<file path="src/rtl/ex_mem_stage_pkg.sv">
// ---------------------------------------------------------------------------
// ex_mem_stage_pkg
// Shared definitions for the EX/MEM stage of the 16-bit 5-stage CPU:
//   - default widths (datapath, register address, ALUCode)
//   - ALUCode opcode constants, NOP=0 .. LOAD=26 (27..31 behave as NOP)
//   - flag register layout {ZF,NF,CF} with ZF at bit 2, CF at bit 0
//   - small decode helpers for write-back and flag-update classes
// ---------------------------------------------------------------------------
package ex_mem_stage_pkg;

    localparam int DATA_W_DEF = 16;
    localparam int REG_AW_DEF = 3;
    localparam int OP_W_DEF   = 5;

    localparam int FLAG_ZF = 2;
    localparam int FLAG_NF = 1;
    localparam int FLAG_CF = 0;

    typedef logic [OP_W_DEF-1:0] op_t;

    // Packed so that zf lands on bit FLAG_ZF and cf on bit FLAG_CF.
    typedef struct packed {
        logic zf;
        logic nf;
        logic cf;
    } flags_t;

    localparam op_t OP_NOP   = 5'd0;
    localparam op_t OP_HALT  = 5'd1;
    localparam op_t OP_STORE = 5'd2;
    localparam op_t OP_LDIH  = 5'd3;
    localparam op_t OP_ADD   = 5'd4;
    localparam op_t OP_ADDI  = 5'd5;
    localparam op_t OP_ADDC  = 5'd6;
    localparam op_t OP_SUB   = 5'd7;
    localparam op_t OP_SUBI  = 5'd8;
    localparam op_t OP_SUBC  = 5'd9;
    localparam op_t OP_CMP   = 5'd10;
    localparam op_t OP_AND   = 5'd11;
    localparam op_t OP_OR    = 5'd12;
    localparam op_t OP_XOR   = 5'd13;
    localparam op_t OP_SLL   = 5'd14;
    localparam op_t OP_SRL   = 5'd15;
    localparam op_t OP_SLA   = 5'd16;
    localparam op_t OP_SRA   = 5'd17;
    localparam op_t OP_JUMP  = 5'd18;
    localparam op_t OP_JMPR  = 5'd19;
    localparam op_t OP_BZ    = 5'd20;
    localparam op_t OP_BNZ   = 5'd21;
    localparam op_t OP_BN    = 5'd22;
    localparam op_t OP_BNN   = 5'd23;
    localparam op_t OP_BC    = 5'd24;
    localparam op_t OP_BNC   = 5'd25;
    localparam op_t OP_LOAD  = 5'd26;

    // The opcode map keeps the arithmetic/logic group contiguous, so the
    // decode classes reduce to range checks.
    function automatic logic writes_reg(input op_t op);
        return (op == OP_LOAD) ||
               ((op >= OP_LDIH) && (op <= OP_SUBC)) ||
               ((op >= OP_AND)  && (op <= OP_SRA));
    endfunction

    function automatic logic sets_zn(input op_t op);
        return (op >= OP_ADD) && (op <= OP_SRA);
    endfunction

    function automatic logic sets_cf(input op_t op);
        return (op >= OP_ADD) && (op <= OP_CMP);
    endfunction

endpackage

</file>
<file path="src/rtl/ex_mem_stage_branch_cond.sv">
// ---------------------------------------------------------------------------
// branch_cond
// Combinational branch resolver: decides whether the instruction in EX
// redirects fetch, given the flag register as left by older instructions.
// Ports:
//   alu_code  in   ALUCode of the EX instruction
//   flags     in   {ZF,NF,CF}
//   taken     out  1 = jump / condition satisfied
// ---------------------------------------------------------------------------
module branch_cond
    import ex_mem_stage_pkg::*;
(
    input  op_t    alu_code,
    input  flags_t flags,
    output logic   taken
);

    always_comb begin
        taken = 1'b0;
        case (alu_code)
            OP_JUMP, OP_JMPR: taken = 1'b1;
            OP_BZ:            taken = flags.zf;
            OP_BNZ:           taken = ~flags.zf;
            OP_BN:            taken = flags.nf;
            OP_BNN:           taken = ~flags.nf;
            OP_BC:            taken = flags.cf;
            OP_BNC:           taken = ~flags.cf;
            default:          taken = 1'b0;
        endcase
    end

endmodule

</file>
<file path="src/rtl/ex_mem_stage.sv">
// ---------------------------------------------------------------------------
// ex_mem_stage
// EX/MEM pipeline register and flag unit sitting right after the ALU.
// Captures ALU result/store data/destination, decodes memory and write-back
// enables, owns the ZF/NF/CF flag register (CF fed back to the ALU) and
// produces a registered one-cycle branch redirect.
//
// Update priority: r_st > halted > flush > stall > capture/bubble.
//
// Ports:
//   clock, r_st (async, active-low)      clock / reset
//   stall, flush                         hazard-unit controls
//   ex_valid, ex_ALUCode, ex_ALU_out,    EX-stage instruction fields
//   ex_cf, ex_store_data, ex_rd
//   cf_to_alu, flags                     flag register ({ZF,NF,CF})
//   mem_valid, mem_ALUCode, mem_result,  MEM-stage slot
//   mem_store_data, mem_rd
//   mem_reg_we, mem_rd_en, mem_wr_en     decoded enables
//   br_taken, br_target                  fetch redirect (target = mem_result)
//   halted                               sticky after HALT
//
// Optional build macro EXMEM_PERF_CNT_EN adds perf_retired / perf_br_taken
// 16-bit wrapping counters.
// ---------------------------------------------------------------------------
module ex_mem_stage
    import ex_mem_stage_pkg::*;
#(
    parameter int DATA_W = DATA_W_DEF,
    parameter int REG_AW = REG_AW_DEF,
    parameter int OP_W   = OP_W_DEF
) (
    input  logic              clock,
    input  logic              r_st,
    input  logic              stall,
    input  logic              flush,
    input  logic              ex_valid,
    input  logic [OP_W-1:0]   ex_ALUCode,
    input  logic [DATA_W-1:0] ex_ALU_out,
    input  logic              ex_cf,
    input  logic [DATA_W-1:0] ex_store_data,
    input  logic [REG_AW-1:0] ex_rd,
    output logic              cf_to_alu,
    output logic [2:0]        flags,
    output logic              mem_valid,
    output logic [OP_W-1:0]   mem_ALUCode,
    output logic [DATA_W-1:0] mem_result,
    output logic [DATA_W-1:0] mem_store_data,
    output logic [REG_AW-1:0] mem_rd,
    output logic              mem_reg_we,
    output logic              mem_rd_en,
    output logic              mem_wr_en,
    output logic              br_taken,
    output logic [DATA_W-1:0] br_target,
    output logic              halted
`ifdef EXMEM_PERF_CNT_EN
    ,
    output logic [15:0]       perf_retired,
    output logic [15:0]       perf_br_taken
`endif
);

    logic              valid_reg;
    logic [OP_W-1:0]   op_reg;
    logic [DATA_W-1:0] result_reg;
    logic [DATA_W-1:0] store_data_reg;
    logic [REG_AW-1:0] rd_reg;
    logic              reg_we_reg;
    logic              rd_en_reg;
    logic              wr_en_reg;
    logic              br_taken_reg;
    logic              halted_reg;
    flags_t            flags_reg;

    logic              hold;
    logic              capture;
    logic              cond_taken;

    // Once halted, stall and flush no longer matter: the slot drains to bubbles.
    assign hold    = ~halted_reg & ~flush & stall;
    assign capture = ~halted_reg & ~flush & ~stall & ex_valid;

    // Evaluated against the flags already in the register, i.e. those set by
    // the older instruction, never by the one being captured now.
    branch_cond u_branch_cond (
        .alu_code (ex_ALUCode),
        .flags    (flags_reg),
        .taken    (cond_taken)
    );

    always_ff @(posedge clock or negedge r_st) begin
        if (!r_st) begin
            valid_reg      <= 1'b0;
            op_reg         <= OP_NOP;
            result_reg     <= '0;
            store_data_reg <= '0;
            rd_reg         <= '0;
            reg_we_reg     <= 1'b0;
            rd_en_reg      <= 1'b0;
            wr_en_reg      <= 1'b0;
            br_taken_reg   <= 1'b0;
            halted_reg     <= 1'b0;
            flags_reg      <= '0;
        end else if (hold) begin
            // Slot and flags held; the redirect must not repeat.
            br_taken_reg <= 1'b0;
        end else if (capture) begin
            valid_reg      <= 1'b1;
            op_reg         <= ex_ALUCode;
            result_reg     <= ex_ALU_out;
            store_data_reg <= ex_store_data;
            rd_reg         <= ex_rd;
            reg_we_reg     <= writes_reg(ex_ALUCode);
            rd_en_reg      <= (ex_ALUCode == OP_LOAD);
            wr_en_reg      <= (ex_ALUCode == OP_STORE);
            br_taken_reg   <= cond_taken;
            if (ex_ALUCode == OP_HALT) begin
                halted_reg <= 1'b1;
            end
            if (sets_zn(ex_ALUCode)) begin
                flags_reg.zf <= (ex_ALU_out == '0);
                flags_reg.nf <= ex_ALU_out[DATA_W-1];
            end
            if (sets_cf(ex_ALUCode)) begin
                flags_reg.cf <= ex_cf;
            end
        end else begin
            // Bubble: halted, flush, or no valid instruction in EX.
            valid_reg      <= 1'b0;
            op_reg         <= OP_NOP;
            result_reg     <= '0;
            store_data_reg <= '0;
            rd_reg         <= '0;
            reg_we_reg     <= 1'b0;
            rd_en_reg      <= 1'b0;
            wr_en_reg      <= 1'b0;
            br_taken_reg   <= 1'b0;
        end
    end

`ifdef EXMEM_PERF_CNT_EN
    logic [15:0] perf_retired_reg;
    logic [15:0] perf_br_taken_reg;

    always_ff @(posedge clock or negedge r_st) begin
        if (!r_st) begin
            perf_retired_reg  <= '0;
            perf_br_taken_reg <= '0;
        end else if (capture) begin
            perf_retired_reg <= perf_retired_reg + 16'd1;
            if (cond_taken) begin
                perf_br_taken_reg <= perf_br_taken_reg + 16'd1;
            end
        end
    end

    assign perf_retired  = perf_retired_reg;
    assign perf_br_taken = perf_br_taken_reg;
`endif

    assign cf_to_alu      = flags_reg.cf;
    assign flags          = flags_reg;
    assign mem_valid      = valid_reg;
    assign mem_ALUCode    = op_reg;
    assign mem_result     = result_reg;
    assign mem_store_data = store_data_reg;
    assign mem_rd         = rd_reg;
    assign mem_reg_we     = reg_we_reg;
    assign mem_rd_en      = rd_en_reg;
    assign mem_wr_en      = wr_en_reg;
    assign br_taken       = br_taken_reg;
    assign br_target      = result_reg;
    assign halted         = halted_reg;

endmodule

</file>
<file path="config.mk">
export PLATFORM = sky130hd
export DESIGN_NAME = ex_mem_stage
export DESIGN_NICKNAME = d
export VERILOG_FILES = /design/src/rtl/ex_mem_stage_pkg.sv /design/src/rtl/ex_mem_stage_branch_cond.sv /design/src/rtl/ex_mem_stage.sv
export SDC_FILE = /design/constraint.sdc
export NUM_CORES = 1
export LEC_CHECK = 0
export BUFFER_PORTS_ARGS = -buffer_cell sky130_fd_sc_hd__buf_2
export CAP_MARGIN = 20
export CORE_ASPECT_RATIO = 1.2
export CORE_MARGIN = 8
export CORE_UTILIZATION = 25
export DETAILED_ROUTE_END_ITERATION = 8
export SLEW_MARGIN = 5
export SYNTH_ARGS = -nofsm -noshare
export SYNTH_HDL_FRONTEND = slang
export SYNTH_SLANG_ARGS = --single-unit
</file>
<file path="constraint.sdc">
create_clock -name clock -period 2.96 [get_ports clock]
set_input_delay 0.592 -clock clock [delete_from_list [all_inputs] [get_ports clock]]
set_output_delay 0.592 -clock clock [all_outputs]
set_load 0.01 [all_outputs]
</file>
### Word-level counts from Yosys, hierarchy flattened

Cells that the tools add are included.
W data, S select, Z words.

| word-level totals | value |
|---|---|
| output and inout port bits | 66 |
| latch bits | 0 |
| bits in registers | 49 |
| memory bits (read-only) | 0 |
| memories kept | 0 |
| bits in writable memories | 0 |
| logic and storage cells | 63 |
| input port bits | 46 |

| cells by class | value |
|---|---|
| order comparisons | 6 |
| multipliers | 0 |
| reduce and logical (&&, ||, !) cells | 11 |
| div/mod/pow operators | 0 |
| muxes and demuxes | 11 |
| add/sub/neg operators | 0 |
| shifts and indexed selects | 0 |
| equal/unequal tests | 11 |
| bitwise operators | 11 |

Operators with widths:

| kind | count |
|---|---|
| $eq A5 B5 Y1 const B | 9 |
| $mux W16 | 2 |
| $logic_not A16 Y1 | 1 |
| $le A5 B4 Y1 const B | 2 |
| $reduce_and A3 Y1 | 3 |
| $not A1 Y1 | 7 |
| $pmux W1 S7 | 1 |
| $mux W1 | 6 |
| $eq A5 B1 Y1 const B | 1 |
| $eq A5 B2 Y1 const B | 1 |
| $ge A5 B2 Y1 const B | 1 |
| $ge A5 B3 Y1 const B | 1 |
| $ge A5 B4 Y1 const B | 1 |
| $le A5 B5 Y1 const B | 1 |
| $mux W5 | 1 |
| $and A1 B1 Y1 | 4 |
| $logic_and A1 B1 Y1 | 4 |
| $mux W3 | 1 |
| $logic_or A1 B1 Y1 | 2 |
| $reduce_or A2 Y1 | 1 |

### Logic depth before layout (Yosys ltp)

Gate-level depths: netlist (run 1).

| depth | value |
|---|---|
| depth in word-level cells | 6 |
| depth in mapped cells | 5 |
| mapped depth without buffers | 4 |

### By module

Synthesis (run 1) repeated with hierarchy kept, for this count alone.

| second synthesis, totals | value |
|---|---|
| cell total of the unflattened synthesis | 166 |
| area total of the unflattened synthesis | 2,082.0 µm² |

Modules (own cells, without submodules):

| module | instances | sequential area each (µm²) | area an instance (µm²) | cells each |
|---|---|---|---|---|
| ex_mem_stage | 1 | 1,226.2 | 2,003.2 | 154 |
| branch_cond | 1 | 0.0 | 78.8 | 12 |

### Worst setup path after synthesis (run 1)

Ideal clock, no wire load.

| timing | value |
|---|---|
| kind | input to register |
| start | in ex_ALUCode[2] |
| end | reg flags_reg, in the netlist flags[1] |
| path buffers | 1 |
| path slack | 1,269 ps |
| arrival time | 1,567 ps |
| stages on the path | 5 |
| data required time | 2,835 ps |
| setup time | 125 ps |
| cell sequence | buf_2 > nor3_1 > nand2b_1 > o311a_2 > mux2_2 |

| on the way | value |
|---|---|
| cells in the longest elaborated chain, start to end | 3 |
| elaborated cells between the ends (all ways) | 4 |
| those cells by class | order compare (2); reduce/logical (2) |

Ends and longest elaborated chain:

| what | line | text |
|---|---|---|
| start, declared | ex_mem_stage.sv:37 | `input logic [OP_W-1:0] ex_ALUCode,` |
| $ge A5 B3 Y1 / $le A5 B5 Y1 (equally long branches) | ex_mem_stage_pkg.sv:65 | `return (op >= OP_ADD) && (op <= OP_SRA);` |
| $logic_and A1 B1 Y1 (*) | ex_mem_stage_pkg.sv:65 |  |
| $reduce_and A3 Y1 (no line) (*) | - |  |
| end, declared | ex_mem_stage.sv:72 | `flags_t flags_reg;` |

Mark *: on every way between the ends. The rest lies on a longest branch, timed or not.
A chain may end at the register's enable or synchronous reset.

### Worst setup path in the final report (run 1)

| timing | value |
|---|---|
| start | reg halted_reg, in the netlist halted |
| end | reg flags_reg, in the netlist flags[1] |

| on the way | value |
|---|---|
| cells in the longest elaborated chain, start to end | 5 |
| elaborated cells between the ends (all ways) | 7 |
| those cells by class | bitwise (6); reduce/logical (1) |

Ends and longest elaborated chain:

| what | line | text |
|---|---|---|
| start, declared | ex_mem_stage.sv:71 | `logic halted_reg;` |
| start signal, assigned | ex_mem_stage.sv:101 | `halted_reg <= 1'b0;` |
| start signal, assigned | ex_mem_stage.sv:117 | `halted_reg <= 1'b1;` |
| $not A1 Y1 (*) | ex_mem_stage.sv:79, ex_mem_stage.sv:80 |  |
| $and A1 B1 Y1 (*) | ex_mem_stage.sv:79, ex_mem_stage.sv:80 |  |
| $and A1 B1 Y1 (on tied branches) | ex_mem_stage.sv:80, ex_mem_stage.sv:79 |  |
| $and A1 B1 Y1 / $not A1 Y1 (equally long branches) | - |  |
| $reduce_and A3 Y1 (no line) (*) | - |  |

Marked as above.

==> impl_results.md, run 1 <==
- Max_cap viols: 0
- Pre-antenna DRT Iters: 4
- Initial core utilization: 25.7%
- CTS clk-pin slew, worst paths: 0.09 ns
- Pwr Density: roughly 500 nW/um^2
- Share of layout cells above drive strength 1: 52.0%
- Critical path capture point type: flop
- CTS buffer count: 5
- Worst Path Required: 3.15 ns
- Root Driver: clkbuf_8
- Grt total ovfl: 0
- Post-CTS Hold Buffers: 0
- RSZ-0062 raised after global routing: no
- Final hold vios: 0
- Crit path max fanout: 18
- Setup crit start kind: flop
- Syn_area_per_cell: 13.1 sq um
- # diodes: 0
- Largest family of logic cells by synthesized area: compound AO/OA/AOI/OAI gates
- Area grow syn2layout: 31.7%
- Post-synth ARST share: 100%
- Vias in the first global route: roughly 1800
- GP Congestion: about 0.73
- FF+latch count, synth: 49
- Post-Synth XOR/XNOR Area: less than 1%
- Htree depth: 2
- Adder-cell share of the synthesized area: 0%
- Skew-Pair Late Insertion Delay: 0.30 ns
- EDFF count, synth: 0
- Final WS setup: 1.34 ns
- Setup WS pre-CTS: ~1.0 ns
- Filler Cells Inserted: 850
- Synthesized area: 2100 sq um
- Largest net degree at the start of global routing: 31
- Die ar.: 11600 sq um
- Synthesized Nets: ~210
- Ys flop type: dfrtp_1
- DRT antenna net count: 0
- Postcts setup bufs: 0
- TNS Setup: 0 ns
- Fin crit share: between 50% and 60%
- Crit path DAT: 1.81 ns
- I/O pins: 112
- Final Slew Violations: 0
- Mux cell area share after synthesis: under 10%
- Yosys warns: 0
- Worst Max-Slew Pin Slew: between 0.7 and 0.8 ns
- PortBufs: about 110
- CTS tree: built
- Hold Crit Class: in2async
- Final setup fails: 0
- Die width: 99.6 um
- Yosys cell types: 27
- Wire length of the first global-routing pass: 9050 um
- Gr usage total: around 10%
- Leakage: ~1.5 nW
- Simple-gate portion of the synthesized area: under 10%
- # rows: 36
- Average via count per standard cell: between 4 and 5
- Initial antenna violation count: 0
- Fin area: ~2800 sq um
- Via count: 1615
- HPWL after detailed placement: ~4400 um
- Post-cts resize count: 0
- Slew margin rel.: 49.4%
- Iter 0 DRT Violations: 21
- Final min period: 1.62 ns
- Maximum vdd drop: 0.000208 V
- WL per Instance: 15.7 um
- Nets: 297
- Register area share after synthesis: 58.5%
- Highest clock rate: 0.617 GHz
- Core ar.: 8150 sq um
- Remaining DRCs: 0
- Post-Route WL: approximately 5700 um
- Complex-gate fraction of the synthesized area: 20.5%
- Clock Skew: ~0.008 ns
- CTS max path bufs: 2
- Worst Path Class, Setup: reg2reg
- Outcome: finished clean
- Total power draw: 1.37 mW
- Chip height: 116 um
- Placed Area: 2660 sq um
- Clk sink count: just under 50
- Mapped Cells: 160
==> metal layers <==
metal / track usage (%) / wire, um / vias to the layer above
li1: - / - / 762
met5: 0 / 0 / -
met4: 2.73 / 58 / 0
met2: 16.1 / 2810 / 66
met1: 11.7 / 2400 / 781
met3: 3.58 / 480 / 6
==> cell usage after synthesis (3+ instances only) <==
cell type / count / area share, %
dfrtp_1: 49 / 59
a22o_1: 41 / 17
buf_4: 18 / 6.4
buf_2: 12 / 2.9
nor4_1: 4 / 1.2
a21oi_1: 3 / 0.72
==> critical path, cell delays in order, from the launching register on <==
cell,delay (ns)
dfrtp_1,0.46
nor4b_4,0.23
buf_4,0.26
o311a_2,0.23
mux2_2,0.33
==> cells in the final DEF (no fill, tap or decap), types with 2 or more instances in the layout <==
cell type	instances
o21ai_0	2
mux2_2	2
nor4b_4	2
dfrtp_1	49
a21o_1	2
mux2i_1	2
and4_1	2
clkbuf_8	7
nor2_1	2
inv_1	2
a21oi_1	3
nand2_1	2
nor4_1	4
buf_4	2
a22o_1	41
buf_12	2
xor2_1	2
buf_2	111
nor2b_1	2
==> metrics by stage <==
step	utilization (%)	std cells	hold slack, ns
after floorplan	-	160	0.296
after global placement	32.3	357	0.466
after detailed placement	32.6	358	0.477
after CTS	33.9	366	0.295
after global routing	33.9	366	0.316
final	33.9	366	0.280
==> cell families after synthesis <==
group | after synthesis
flops | 49
compound gates | 51
simple gates | 21
mux | 4
xor+xnor | 2
buf+inv | 33
==> final timing paths <==
kind,from,to,slack (ns),cells after the start
max in group asynchronous,r_st,br_target[10],2.15,2
min in group clock,mem_valid,mem_valid,0.49,1
hold / removal,r_st,mem_store_data[12],0.28,1
setup reg to reg,halted,flags[1],1.34,4
hold reg to reg,mem_valid,mem_valid,0.49,1
setup / recovery,halted,flags[1],1.34,4
==> power by group <==
group          leakage [nW]  internal, mW  switching (mW)
sequential            0.666         0.700          0.0248
clock                0.0549         0.216           0.224
combinational         0.803        0.0945           0.112
==> area by class of cell <==
| class | count | area, sq um | share of cell area [%] |
|---|---|---|---|
| clock buffers | 7 | 96.3 | 3.49 |
| multi-input cells | 78 | 668 | 24.2 |
| clock inverters | 1 | 8.76 | 0.317 |
| repair buffers | 115 | 611 | 22.1 |
| flip-flops and latches | 49 | 1230 | 44.4 |
| well taps | 114 | 143 | 5.17 |
| inverters | 2 | 7.51 | 0.272 |
Power figures use the tool's default switching activity.
==> run 2, diff against run 1 <==
clock period = 1.5 ns   (was 2.96 ns; I/O delays follow)
==> run 2 against run 1 <==
  * Register-to-register slack worse by 1.3 ns
  * Final area up 2.8%
  * Worst hold slack worse by 0.069 ns
  * Clock power up 120%
  * First-iteration DRC count rose to 3.0 times the previous value
  * Clock-buffer cell count down 2
  * Via count up 2.5%
  * Critical endpoint unchanged
  * Highest routed layer unchanged
==> impl_results.md, run 2 (synthesis results as in run 1) <==
- RSZ-0062 raised after global routing: yes
- Fin area: 2840 sq um (+2.8%)
- CP delay by family, top: flip-flops
- Grt total ovfl: 0 (unchanged)
- Fin crit share: 96.5% (+42 points)
- RR Endpoint: flags[1]
- Pre-antenna DRT Iters: 4 (unchanged)
- Placed Cells: 364 (+1.7%)
- Wire length of the first global-routing pass: 9230 um (+2.0%)
- CTS clk-pin slew, worst paths: 0.10 ns (about the same)
- Slew margin rel.: 73.1% (+24 points)
- Met1 Wirelength: 2420 um (+0.79%)
- Setup WS pre-CTS: -0.106 ns (-1.14 ns)
- Crit path max fanout: 4 (-14)
- Worst path max stage delay: 0.41 ns (-0.05 ns)
- Vias in the first global route: 1778 (-0.056%)
- WL per Instance: 15.6 um (-0.81%)
- Core ar.: 8150 sq um (unchanged)
- Hold Path Depth: 2
- Register-to-Register Path Depth: 3 (-1)
- Critical path capture point type: flop
- CTS tree: built
- Die ar.: 11600 sq um (unchanged)
- Commonest non-fill, non-tap cell in the layout: buf_2
- RR Startpoint: halted
- Post-Route WL: 5830 um (+1.4%)
- Outcome: finished clean
- Worst Path Required: 1.70 ns (-1.45 ns)
- Clock Skew: 0.0107 ns (+0.00279 ns)
- Via count: 1656 (+2.5%)
- Leakage: 1.57 nW (+3.1%)
- Most frequent cells in the layout: buf_2 (111), dfrtp_1 (49), a22o_1 (41)
- GP Congestion: 0.730 (-0.31%)
- Max_cap viols: 0 (unchanged)
- Routed wl met3: 520 um (+8.3%)
- Share of layout cells above drive strength 1: 53.1% (+1.1 points)
- Cell Chain, Critical Path: nor4b_4 -> o311a_2 -> mux2_2
- Crit path DAT: 1.64 ns (-0.17 ns)
- I/O pins: 112 (unchanged)
- Final setup fails: 0 (unchanged)
- Skew-Pair Late Insertion Delay: 0.30 ns (about the same)
- Worst Max-Slew Pin Slew: 0.400 ns (-0.358 ns)
- Hold Crit Class: in2reg
- HP Start: ex_store_data[6]
- HPWL after detailed placement: 4270 um (-1.9%)
- Placed Area: 2700 sq um (+1.7%)
- # diodes: 0 (unchanged)
- Gr usage total: 9.96% (+0.19 points)
- Final hold vios: 0 (unchanged)
- Final min period: 1.45 ns (-0.172 ns)
- Initial core utilization: 25.7% (unchanged)
- Critical Path Slowest Stage Cell: dfrtp_1
- CTS max path bufs: 2 (unchanged)
- CTS buffer count: 5 (unchanged)
- Highest clock rate: 0.691 GHz (+12%)
- Metal2 WL: 2810 um (+0.11%)
- Die width: 99.6 um (unchanged)
- Reg2Reg Setup Slack: 0.05 ns (-1.29 ns)
- WP buf/inv: 0 (-1)
- Htree depth: 2 (unchanged)
- # rows: 36 (unchanged)
- Clk sink count: 49 (unchanged)
- Hold Path Sink: mem_store_data[6]
- Nets: 305 (+2.7%)
- Setup crit start kind: flop
- Initial antenna violation count: 0 (unchanged)
- Area grow syn2layout: 35.4%
- Remaining DRCs: 0 (unchanged)
- DRT antenna net count: 0 (unchanged)
- Average via count per standard cell: 4.43 (+0.35%)
- Worst Path Class, Setup: reg2reg
- Final Slew Violations: 0 (unchanged)
- Chip height: 116 um (unchanged)
- Final WS setup: 0.0521 ns (-1.29 ns)
- Largest net degree at the start of global routing: 50 (+61%)
- WHS: 0.211 ns (-0.0692 ns)
- Pwr Density: 994 nW/um^2 (+100%)
- PortBufs: 111 (unchanged)
- Root Driver: clkbuf_8
- Top routing layer in use: met4
- Finished Layout Cells: 374 (+2.2%)
- Maximum vdd drop: 0.000640 V (+210%)
- Iter 0 DRT Violations: 63 (+200%)
[run 2: metrics by stage]
| stage | power [mW] | setup TNS, ns | utilization, % |
|---|---|---|---|
| floorplan | 1.67 | 0 | - |
| global placement | 1.88 | -0.0988 | 33.1 |
| detailed placement | 1.89 | -0.246 | 33.1 |
| global route | 2.98 | -0.0213 | 34.8 |
| finish | 2.82 | 0 | 34.8 |
| CTS | 2.87 | 0 | 34.7 |
[run 2: worst max path at each step]
stage	startpoint	end	slack, ns	depth (start not counted)
2_1_floorplan	halted	cf_to_alu	0.04	4
3_3_place_gp	stall	halted	-0.06	5
3_5_place_dp	stall	halted	-0.11	5
4_1_cts	halted	halted	0.02	4
5_1_grt	halted	flags[1]	-0.02	3
6_report	halted	flags[1]	0.05	3
[run 2: cell type report]
class / instances / area, sq um
Inverter: 2 / 7.51
Fill cell: 838 / 5320
Clock buffer: 5 / 68.8
Sequential cell: 49 / 1230
Timing Repair Buffer: 123 / 677
Tap cell: 114 / 143
Clock inverter: 3 / 43.8
Multi-Input combinational cell: 78 / 672
[run 2: repair_timing]
action / in CTS / in global routing
endpoints found under the setup margin: 2 / 5
gates cloned: 0 / 0
endpoints found under the hold margin: 49 / 0
gates resized for setup: 1 / 1
hold buffers: 1 / 0
pin swaps: 0 / 0
setup buffers: 0 / 1
[run 2: per-layer routing]
metal | GRT usage, % | up-vias
met2 | 16.7 | 67
met5 | 0 | -
li1 | - | 775
met3 | 4.23 | 7
met1 | 11.2 | 807
met4 | 3.24 | 0
[run 2: power by group]
| group | internal (mW) | switching [mW] | total (mW) |
|---|---|---|---|
| Combinational | 0.205 | 0.227 | 0.432 |
| Sequential | 1.38 | 0.0423 | 1.42 |
| Clock | 0.501 | 0.464 | 0.965 |
| Total | 2.09 | 0.733 | 2.82 |
==> run 3, diff against run 2 <==
--- a/config.mk
+++ b/config.mk
@@ -12,4 +12,5 @@
 export CORE_UTILIZATION = 25
 export DETAILED_ROUTE_END_ITERATION = 8
+export MAX_ROUTING_LAYER = met4
 export SLEW_MARGIN = 5
 export SYNTH_ARGS = -nofsm -noshare
==> constraint.sdc (replaced) <==
create_clock -name clock -period 1.5 [get_ports clock]
set_input_delay 0.3 -clock clock [delete_from_list [all_inputs] [get_ports clock]]
set_output_delay 0.3 -clock clock [all_outputs]
set_load 0.1 [all_outputs]
==> run 3 against run 2 <==
  * Total power up 15%
  * Utilization about the same
  * Non-clock buffer count shrank 1
  * Routed wire length up 0.53%
  * Via count barely moved
  * Sequential cell count stayed put
  * Fmax is 2.3% lower
  * Final area about the same
  * Clock-buffer cell count is 2 higher
==> impl_results.md, run 3 (synthesis results as in run 1) <==
- # diodes: 0 (unchanged)
- Fin crit share: 98.8% (+2.2 points)
- Pre-antenna DRT Iters: 4 (unchanged)
- # rows: 36 (unchanged)
- Final min period: 1.48 ns (+0.0336 ns)
- Commonest non-fill, non-tap cell in the layout: buf_2
- Iter 0 DRT Violations: 61 (-3.2%)
- Leakage: 1.52 nW (-3.5%)
- Most frequent cells in the layout: buf_2 (110), a22o_1 (41), dfrtp_1 (29)
- Post-Route WL: 5860 um (+0.53%)
- Reg2Reg Setup Slack: 0.02 ns (-0.03 ns)
- Setup WS pre-CTS: -0.00834 ns (+0.0981 ns)
- Wire length of the first global-routing pass: 9190 um (-0.38%)
- CTS clk-pin slew, worst paths: 0.09 ns (about the same)
- Outcome: finished clean
- Hold Crit Class: in2reg
- Hold Path Depth: 2 (unchanged)
- Pwr Density: 1140 nW/um^2 (+15%)
- HPWL after detailed placement: 4310 um (+0.94%)
- CTS max path bufs: 2 (unchanged)
- Initial core utilization: 25.7% (unchanged)
- Max_cap viols: 0 (unchanged)
- RR Endpoint: flags[1]
- Register-to-Register Path Depth: 3 (unchanged)
- CTS tree: built
- Die width: 99.6 um (unchanged)
- Core ar.: 8150 sq um (unchanged)
- Total power draw: 3.25 mW (+15%)
- Slew margin rel.: 66.6% (-6.5 points)
- Hold Path Sink: mem_rd[0]
- WL per Instance: 15.7 um (+0.80%)
- Final hold vios: 0 (unchanged)
- Nets: 304 (-0.33%)
- Via count: 1655 (-0.060%)
- Crit path max fanout: 4 (unchanged)
- Initial antenna violation count: 0 (unchanged)
- Vias in the first global route: 1794 (+0.90%)
- Average via count per standard cell: 4.44 (+0.21%)
- RSZ-0062 raised after global routing: yes
- Area grow syn2layout: 35.5% (about the same)
- Grt total ovfl: 0 (unchanged)
- Gr usage total: 10.2% (+0.27 points)
- Final WS setup: 0.0185 ns (-0.0336 ns)
- Worst Path Required: 1.68 ns (-0.02 ns)
- DRT antenna net count: 0 (unchanged)
- Skew-Pair Late Insertion Delay: 0.29 ns (about the same)
- I/O pins: 112 (unchanged)
- Clk sink count: 49 (unchanged)
- CTS buffer count: 5 (unchanged)
- Crit path DAT: 1.66 ns (+0.02 ns)
- WHS: 0.218 ns (+0.00659 ns)
- Worst Path Class, Setup: reg2reg
- Clock Skew: 0.00677 ns (-0.00396 ns)
- Die ar.: 11600 sq um (unchanged)
- GP Congestion: 0.733 (+0.36%)
- Root Driver: clkbuf_8
- PortBufs: 111 (unchanged)
- Chip height: 116 um (unchanged)
- Final setup fails: 0 (unchanged)
- Final Slew Violations: 0 (unchanged)
- Remaining DRCs: 0 (unchanged)
- Share of layout cells above drive strength 1: 59.8% (+6.8 points)
- Htree depth: 2 (unchanged)
- Setup crit start kind: flop
- Highest clock rate: 0.675 GHz (-2.3%)
- Largest net degree at the start of global routing: 50 (unchanged)
- Worst Max-Slew Pin Slew: 0.505 ns (+0.105 ns)
- HP Start: ex_rd[0]
- RR Startpoint: halted
- Maximum vdd drop: 0.000375 V (-41%)
- Critical path capture point type: flop
-- run 3: cell types whose count changed in the layout (fill, tap and decap cells not counted), sizes merged --
| cell | delta |
|---|---|
| clkinv | -1 |
| clkbuf | +2 |
| bufinv | -1 |
| buf | -1 |
| inv | -1 |
| clkinvlp | +1 |
-- run 3: critical path: stages (launching register included) --
cell,delay [ns]
dfrtp_4,0.50
nor4b_4,0.29
o311a_2,0.26
mux2_2,0.33
-- run 3: repair_timing --
| item | CTS | global route |
|---|---|---|
| endpoints found under the setup margin | 9 | 7 |
| hold buffers | 1 | 0 |
| endpoints found under the hold margin | 49 | 0 |
| buffers inserted | 0 | 0 |
| cloned | 0 | 0 |
| pin swaps | 0 | 1 |
| gates resized for setup | 1 | 0 |
-- run 3: power by group --
group / total [mW] / switching [mW] / internal [mW]
combinational: 1.05 / 0.835 / 0.213
sequential: 1.43 / 0.0442 / 1.39
clock: 0.769 / 0.438 / 0.331
-- run 3: routing by layer --
metal | track usage (%) | vias to the layer above | wire [um]
met5 | - | - | 0
met4 | 2.43 | 0 | 31
met3 | 3.46 | 4 | 499
met2 | 15.9 | 80 | 2690
met1 | 12.5 | 801 | 2640
li1 | - | 770 | -
-- run 3: through the flow --
step	TNS [ns]	instance area (sq um)	std cells	utilization [%]
after detailed placement	-0.00834	2740	364	33.6
after floorplan	-0.205	2120	160	-
after global placement	0	2740	364	33.6
after global routing	-0.0832	2840	373	34.8
after CTS	0	2840	373	34.8
final	0	2840	373	34.8
-- run 3: final cells by class --
| type | instances | area [sq um] |
|---|---|---|
| fillers | 827 | 5310 |
| clock inverters | 1 | 7.51 |
| multi-input cells | 78 | 668 |
| flip-flops and latches | 49 | 1250 |
| inverters | 2 | 7.51 |
| clock buffers | 7 | 76.3 |
| repair buffers | 122 | 684 |
| well taps | 114 | 143 |
-- run 3: how the worst max path moves through the flow --
stage                start            endpoint  slack [ns]
CTS                 halted            flags[1]        0.01
global placement     stall  mem_store_data[13]        0.03
detailed placement   stall  mem_store_data[14]      -0.008
finish              halted            flags[1]        0.02
global route        halted            flags[1]       -0.02
floorplan           halted           cf_to_alu       -0.16
